`config.mk`:
```
export PLATFORM = sky130hd
export DESIGN_NAME = wave_capture
export DESIGN_NICKNAME = d
export VERILOG_FILES = /design/src/rtl/wave_capture.sv
export SDC_FILE = /design/constraint.sdc
export NUM_CORES = 1
export LEC_CHECK = 0
export ABC_AREA = 1
export CELL_PAD_IN_SITES_DETAIL_PLACEMENT = 1
export CELL_PAD_IN_SITES_GLOBAL_PLACEMENT = 2
export CORE_MARGIN = 4
export CORE_UTILIZATION = 25
export DETAILED_ROUTE_END_ITERATION = 10
export GPL_TIMING_DRIVEN = 1
export PLACE_DENSITY = 0.78
export RECOVER_POWER = 100
export SYNTH_ARGS = -nofsm -noshare
export SYNTH_HDL_FRONTEND = slang
export SYNTH_SLANG_ARGS = --single-unit
```
`constraint.sdc`:
```
create_clock -name clk -period 1.46 [get_ports clk]
set_input_delay 0.292 -clock clk [delete_from_list [all_inputs] [get_ports clk]]
set_output_delay 0.292 -clock clk [all_outputs]
set_load 0.01 [all_outputs]
```
`src/rtl/wave_capture.sv`:
```
// wave_capture: triggered oscilloscope capture into a double-buffered sample RAM.
// Arms on a rising zero crossing and writes 256 offset-binary samples into the
// buffer half the display is not reading. After the capture it waits for display
// blanking, then swaps halves.
// Optional feature macro: WAVE_CAPTURE_TIMEOUT_EN. When it is defined, a capture
// is forced after TIMEOUT_SAMPLES samples arrive in ARMED without a crossing.
module wave_capture #(
    parameter int unsigned TIMEOUT_SAMPLES = 1024
) (
    input  logic        clk,
    input  logic        reset,
    input  logic        new_sample_ready,
    input  logic [15:0] new_sample_in,
    input  logic        wave_display_idle,
    output logic [8:0]  write_address,
    output logic        write_enable,
    output logic [7:0]  write_sample,
    output logic        read_index
);

    typedef enum logic [1:0] {
        ARMED  = 2'd0,
        ACTIVE = 2'd1,
        WAIT   = 2'd2
    } state_t;

    state_t      state, state_next;
    logic [7:0]  offset, offset_next;
    logic        prev_neg, prev_neg_next;
    logic        read_index_next;
    logic        write_enable_next;
    logic [8:0]  write_address_next;
    logic [7:0]  write_sample_next;
    logic [7:0]  sample_offset_binary;
    logic        crossing;
    logic        trigger;

    // The low byte is below the 8-bit display resolution.
    logic        unused_low_bits;
    assign unused_low_bits = ^new_sample_in[7:0];

    // Top byte with the sign bit flipped maps signed samples onto 0..255.
    assign sample_offset_binary = {~new_sample_in[15], new_sample_in[14:8]};
    assign crossing             = prev_neg & ~new_sample_in[15];

`ifdef WAVE_CAPTURE_TIMEOUT_EN
    localparam int unsigned TIMEOUT_W = $clog2(TIMEOUT_SAMPLES + 1);

    logic [TIMEOUT_W-1:0] timeout_count, timeout_count_next;
    logic                 timeout_hit;

    assign timeout_hit = (timeout_count == TIMEOUT_W'(TIMEOUT_SAMPLES));
    assign trigger     = crossing | timeout_hit;
`else
    localparam int unsigned unused_timeout_samples = TIMEOUT_SAMPLES;

    assign trigger = crossing;
`endif

    // Next-state, buffer control and RAM write-port decode.
    always_comb begin
        state_next         = state;
        offset_next        = offset;
        prev_neg_next      = prev_neg;
        read_index_next    = read_index;
        write_enable_next  = 1'b0;
        write_address_next = write_address;
        write_sample_next  = write_sample;
`ifdef WAVE_CAPTURE_TIMEOUT_EN
        timeout_count_next = timeout_count;
`endif

        if (new_sample_ready) begin
            prev_neg_next = new_sample_in[15];
        end

        case (state)
            ARMED: begin
                if (new_sample_ready) begin
                    if (trigger) begin
                        write_enable_next  = 1'b1;
                        write_address_next = {~read_index, 8'h00};
                        write_sample_next  = sample_offset_binary;
                        offset_next        = 8'd1;
                        state_next         = ACTIVE;
`ifdef WAVE_CAPTURE_TIMEOUT_EN
                        timeout_count_next = '0;
`endif
                    end else begin
`ifdef WAVE_CAPTURE_TIMEOUT_EN
                        timeout_count_next = timeout_count + TIMEOUT_W'(1);
`endif
                    end
                end
            end
            ACTIVE: begin
                if (new_sample_ready) begin
                    write_enable_next  = 1'b1;
                    write_address_next = {~read_index, offset};
                    write_sample_next  = sample_offset_binary;
                    offset_next        = offset + 8'd1;
                    if (offset == 8'hFF) begin
                        state_next = WAIT;
                    end
                end
            end
            WAIT: begin
                if (wave_display_idle) begin
                    read_index_next = ~read_index;
                    state_next      = ARMED;
`ifdef WAVE_CAPTURE_TIMEOUT_EN
                    timeout_count_next = '0;
`endif
                end
            end
            default: begin
                state_next = ARMED;
            end
        endcase
    end

    // State and registered outputs; reset wins over every other input.
    always_ff @(posedge clk) begin
        if (reset) begin
            state         <= ARMED;
            offset        <= 8'd0;
            prev_neg      <= 1'b0;
            read_index    <= 1'b0;
            write_enable  <= 1'b0;
            write_address <= 9'd0;
            write_sample  <= 8'd0;
`ifdef WAVE_CAPTURE_TIMEOUT_EN
            timeout_count <= '0;
`endif
        end else begin
            state         <= state_next;
            offset        <= offset_next;
            prev_neg      <= prev_neg_next;
            read_index    <= read_index_next;
            write_enable  <= write_enable_next;
            write_address <= write_address_next;
            write_sample  <= write_sample_next;
`ifdef WAVE_CAPTURE_TIMEOUT_EN
            timeout_count <= timeout_count_next;
`endif
        end
    end

endmodule

```
== After elaboration in Yosys (flattened, before gate mapping) ==
Index checks and enable logic that the tools add are counted.
Storage, ports and cells
  bits in registers: 30
  output and inout port bits: 19
  word-level logic and storage cells: 46
Cells by class
  $add $sub $neg: 1
  equality and inequality tests: 8
  mux-type cells: 22
  bitwise logic cells: 3
  reduce and logical (&&, ||, !) cells: 5
Operators by type and width (count)
  $mux W8: 6
  $pmux W8 S2: 2
  $mux W9: 3
  $pmux W9 S2: 1
  $mux W2: 5
  $ne A2 B2 Y1 const B: 5
  $add A8 B1 Y8 const B: 1
  $eq A8 B8 Y1 const B: 1
  $pmux W2 S3: 1
  $reduce_and A5 Y1: 1
  $reduce_and A4 Y1: 1
  $mux W1: 3
  $eq A2 B1 Y1 const B: 1
  $eq A2 B2 Y1 const B: 1
  $logic_not A2 Y1: 1
  $not A1 Y1: 2
  $pmux W1 S2: 1
  $reduce_and A2 Y1: 1
  $reduce_bool A2 Y1: 1
  $and A1 B1 Y1: 1

== Longest topological paths before layout ==
  word-level depth: 5
  depth in mapped cells: 9
  mapped depth without buffers: 9

== Worst setup path before layout ==
No wires, ideal clock.
  path kind: register to register
  from: reg offset[0]
  to: reg offset[6]
  arrival time: 1.011 ns
  required time: 1.351 ns
  path slack: 0.340 ns
  stages on the path, launching flop included: 9
  clock period less this slack: 1.120 ns
  cells stage by stage: dfxtp_1 -> ha_1 -> inv_1 -> nor2_1 -> nand4_1 -> nand2_1 -> nand2_1 -> nand2_1 -> inv_1
On the way
  longest elaborated chain between the ends: 3
RTL lines
  start, declared: RTL line 28  | logic [7:0] offset, offset_next;
  start signal, assigned: RTL line 137  | offset <= offset_next;
  $add A8 B1 Y8: RTL line 101  | offset_next = offset + 8'd1;
  $mux W8: RTL line 97  | if (new_sample_ready) begin
  $pmux W8 S2: RTL line 77  | case (state)
Every way passes these cells. The select of a mux whose other input is x is not followed.
A chain may end at the register's enable or synchronous reset.

== Final worst setup path ==
  from: reg write_enable
  to: out write_enable
RTL lines
  start, declared: RTL line 16  | output logic write_enable,
  start signal, assigned: RTL line 140  | write_enable <= write_enable_next;
No word-level cell between the ends.

==> reports/qor.yml <==
synth:
  synth_cell_types: 24
  synth_area_leaders: "dfxtp_1 (47%), nand2_1 (14%), nand3_1 (10%)"
  synth.most_common_cell: "nand2_1"
  synth-async-reset-ratio: 0
  synth_edf_count: 0
  yosys.area.top_type: "dfxtp_1"
  ys.flop_type: "dfxtp_1"
  yosysSeqAreaShare: 0.4660
  yosysTopAreaCellShare: 0.4660
  synth-seq-cells: 30
  ys.warnings.count: 0
  syn_nets: 191
  syn_area_um2: 1289
  synthTopCellsByCount: "nand2_1 (47), dfxtp_1 (30), nand3_1 (27), inv_1 (15), nor2_1 (10)"
  synth.avg_cell_area_um2: 7.581
  syn_inst: 170
pwr:
  switching_power_mw: 0.4220
  power_leakage_nw: 0.8739
  power_per_cell_area_nw_per_um2: 986.2
  peakVddDrop_uv: 460.8
  clockPowerShare: 0.455
  p_int_mw: 1.474
  switching_share: 0.2225
  seqPwrFrac: 0.446
  combinationalPowerShare: 0.098
clock_tree:
  cts_sinks: 30
  cts_root_buf: "clkbuf_8"
  clk_path_buf_depth: 2
  cts_tree: "done"
  cts_max_level: 2
  insertion_delay_ps: 280
  clk_pin_slew_ps: 70
  cts_buffers: 5
  hold_buffers: 0
critical_path:
  r2r_start: "offset[0]"
  critical_path_class: "flop to primary output"
  worstSetupEndpointType: "primary output"
  cp_cell_sequence: "clkdlybuf4s50_1"
  cp_slowest_cell: "clkdlybuf4s50_1"
  reg2reg_depth: 8
  r2r_slack_ps: 140
  crit_path_start: "write_enable"
  cp-start-kind: "flop"
  crit_fanout: 1
  crit_cells: 1
  critPathCapture: "write_enable"
  cp_top_family: "buffers and inverters"
  worstPathArrival_ps: 1110
  path_buf_inv: 1
  required_ps: 1170
  slowest_delay_ps: 520
  worstReg2RegEnd: "offset[6]"
timing:
  fin_crit_sh: 0.9586
  rsz0062_at_grt: "no"
  slew_viol_final: 0
  setup_tns_ps: 0
  slew_headroom: 0.7607
  tightest_slew_ps: 356.1
  fin_ws_ps: 60.49
  fin_skew_ps: 4.567
  finalHoldViolations: 0
  finalSetupViolCount: 0
  max_freq_ghz: 0.7145
  period_minus_slack_ps: 1400
global_routing:
  grt_pass1_wl_um: 5747
  groute.usage.overall: 0.1197
  globalRouteOverflowTotal: 0
  antenna_found_initial: 0
  grt_pass1_vias: 1184
  grt_max_degree: 19
floorplanning:
  io_pins: 39
  start_util: 0.2658
  die_w_um: 79.80
  design.core.area_um2: 4848
  die-area_um2: 6367
  core.rowCount: 25
  die_h_um: 79.80
cells_and_area:
  drive_above_1_share: 0.1875
  syn_to_final_growth_pct: 49.22
  register_area_um2: 600.6
  antenna_cells: 0
  fillCellCount: 607
  final_util: 0.3966
  nets: 245
  multi_input_area_um2: 598.1
placement:
  io_buffer_count: 30
  hpwlAfterDp_um: 2590
  place_ws_ps: -209.1
  place.gp.congestion: 0.8147
drt:
  postRouteAntennaNets: 0
  wl_per_cell_um: 12.48
  drt_iter0_drc: 51
  drc: 0
  drt_first_pass_iters: 4
  finalWirelength_um: 3633
  vias_per_cell: 4.405
  vias: 1282
hold_path:
  hp-class: "flop to flop"
run:
  max_cap_viol_count: 0
status:
  status: "finished, final reports clean"
==> power by group through the flow <==
stage,Combinational [mW],Clock [mW],Sequential (mW)
2_1_floorplan,0.0700,0,0.870
3_3_place_gp,0.188,0,0.865
3_5_place_dp,0.187,0,0.865
4_1_cts,0.185,0.895,0.846
5_1_grt,0.205,0.924,0.849
6_report,0.186,0.864,0.847
==> per-layer routing <==
layer	GRT usage	wire [µm]	up-vias
li1	-	-	657
met1	0.1455	1783	605
met2	0.1886	1673	16
met3	0.03837	103	4
met4	0.06081	74	0
met5	0	0	-
==> flip-flops by register name (all words and copies together), names as in the netlist <==
register / flops
offset: 8
read_index: 1
write_sample: 8
write_address: 9
state: 2
prev_neg: 1
write_enable: 1
==> area by class of cell <==
cell class / count / share of cell area
well taps: 67 / 0.04359
inverters: 19 / 0.03709
flip-flops and latches: 30 / 0.3123
clock inverters: 1 / 0.01561
clock buffers: 6 / 0.04294
repair buffers: 49 / 0.2375
multi-input cells: 119 / 0.3110
==> logic make-up after synthesis <==
family,after synthesis,synth area share
and+or+nand+nor,97,0.3573
AOI/OAI and AO/OA,18,0.07476
adders and majority gates,1,0.009707
DFF,30,0.4660
xor gates and xnor gates,1,0.006797
buffers and inverters,23,0.08542
==> worst min-delay path by stage <==
stage                startpoint               end  slack (ps)  cells after the start
4_1_cts         write_sample[3]   write_sample[3]         470                      2
2_1_floorplan             reset         offset[0]         360                      1
6_report        write_sample[6]   write_sample[6]         470                      2
5_1_grt         write_sample[5]   write_sample[5]         490                      2
3_5_place_dp    write_sample[5]   write_sample[5]         460                      2
3_3_place_gp   write_address[3]  write_address[3]         460                      2
==> per-stage QoR <==
stage / cell area [µm²] / hold WS (ps) / cells / total power [mW]
after floorplan: 1289 / 361.1 / 170 / 0.9400
after detailed placement: 1802 / 463.7 / 282 / 1.052
final: 1923 / 467.0 / 291 / 1.896
after global routing: 1923 / 486.6 / 291 / 1.978
after global placement: 1802 / 456.0 / 282 / 1.052
after CTS: 1903 / 473.1 / 289 / 1.927
==> layout by cell type (no fill, tap or decap), drive strengths merged, types with 2 or more instances in the layout <==
master	synthesis	layout
buf	4	16
clkbuf	0	9
inv	19	19
clkdlybuf4s25	0	9
nor2	16	17
clkdlybuf4s50	0	11
o21ai	7	7
a21oi	10	10
nand2	49	50
nand3	27	27
nand4	2	2
dlygate4sd2	0	9
dfxtp	30	30
nor3	3	3
==> repair_timing <==
| action | CTS | global route |
|---|---|---|
| pin swaps | 0 | 2 |
| resized for setup | 9 | 11 |
| cloned | 0 | 2 |
| endpoints found under the setup margin | 9 | 11 |
| setup buffers | 0 | 0 |
==> worst min-delay path, cell delays in order (launching register included) <==
cell and delay (ps):
dfxtp_1 310, nand3_1 70, nand2_1 50
Note: power is estimated with default switching activity, not from simulation.
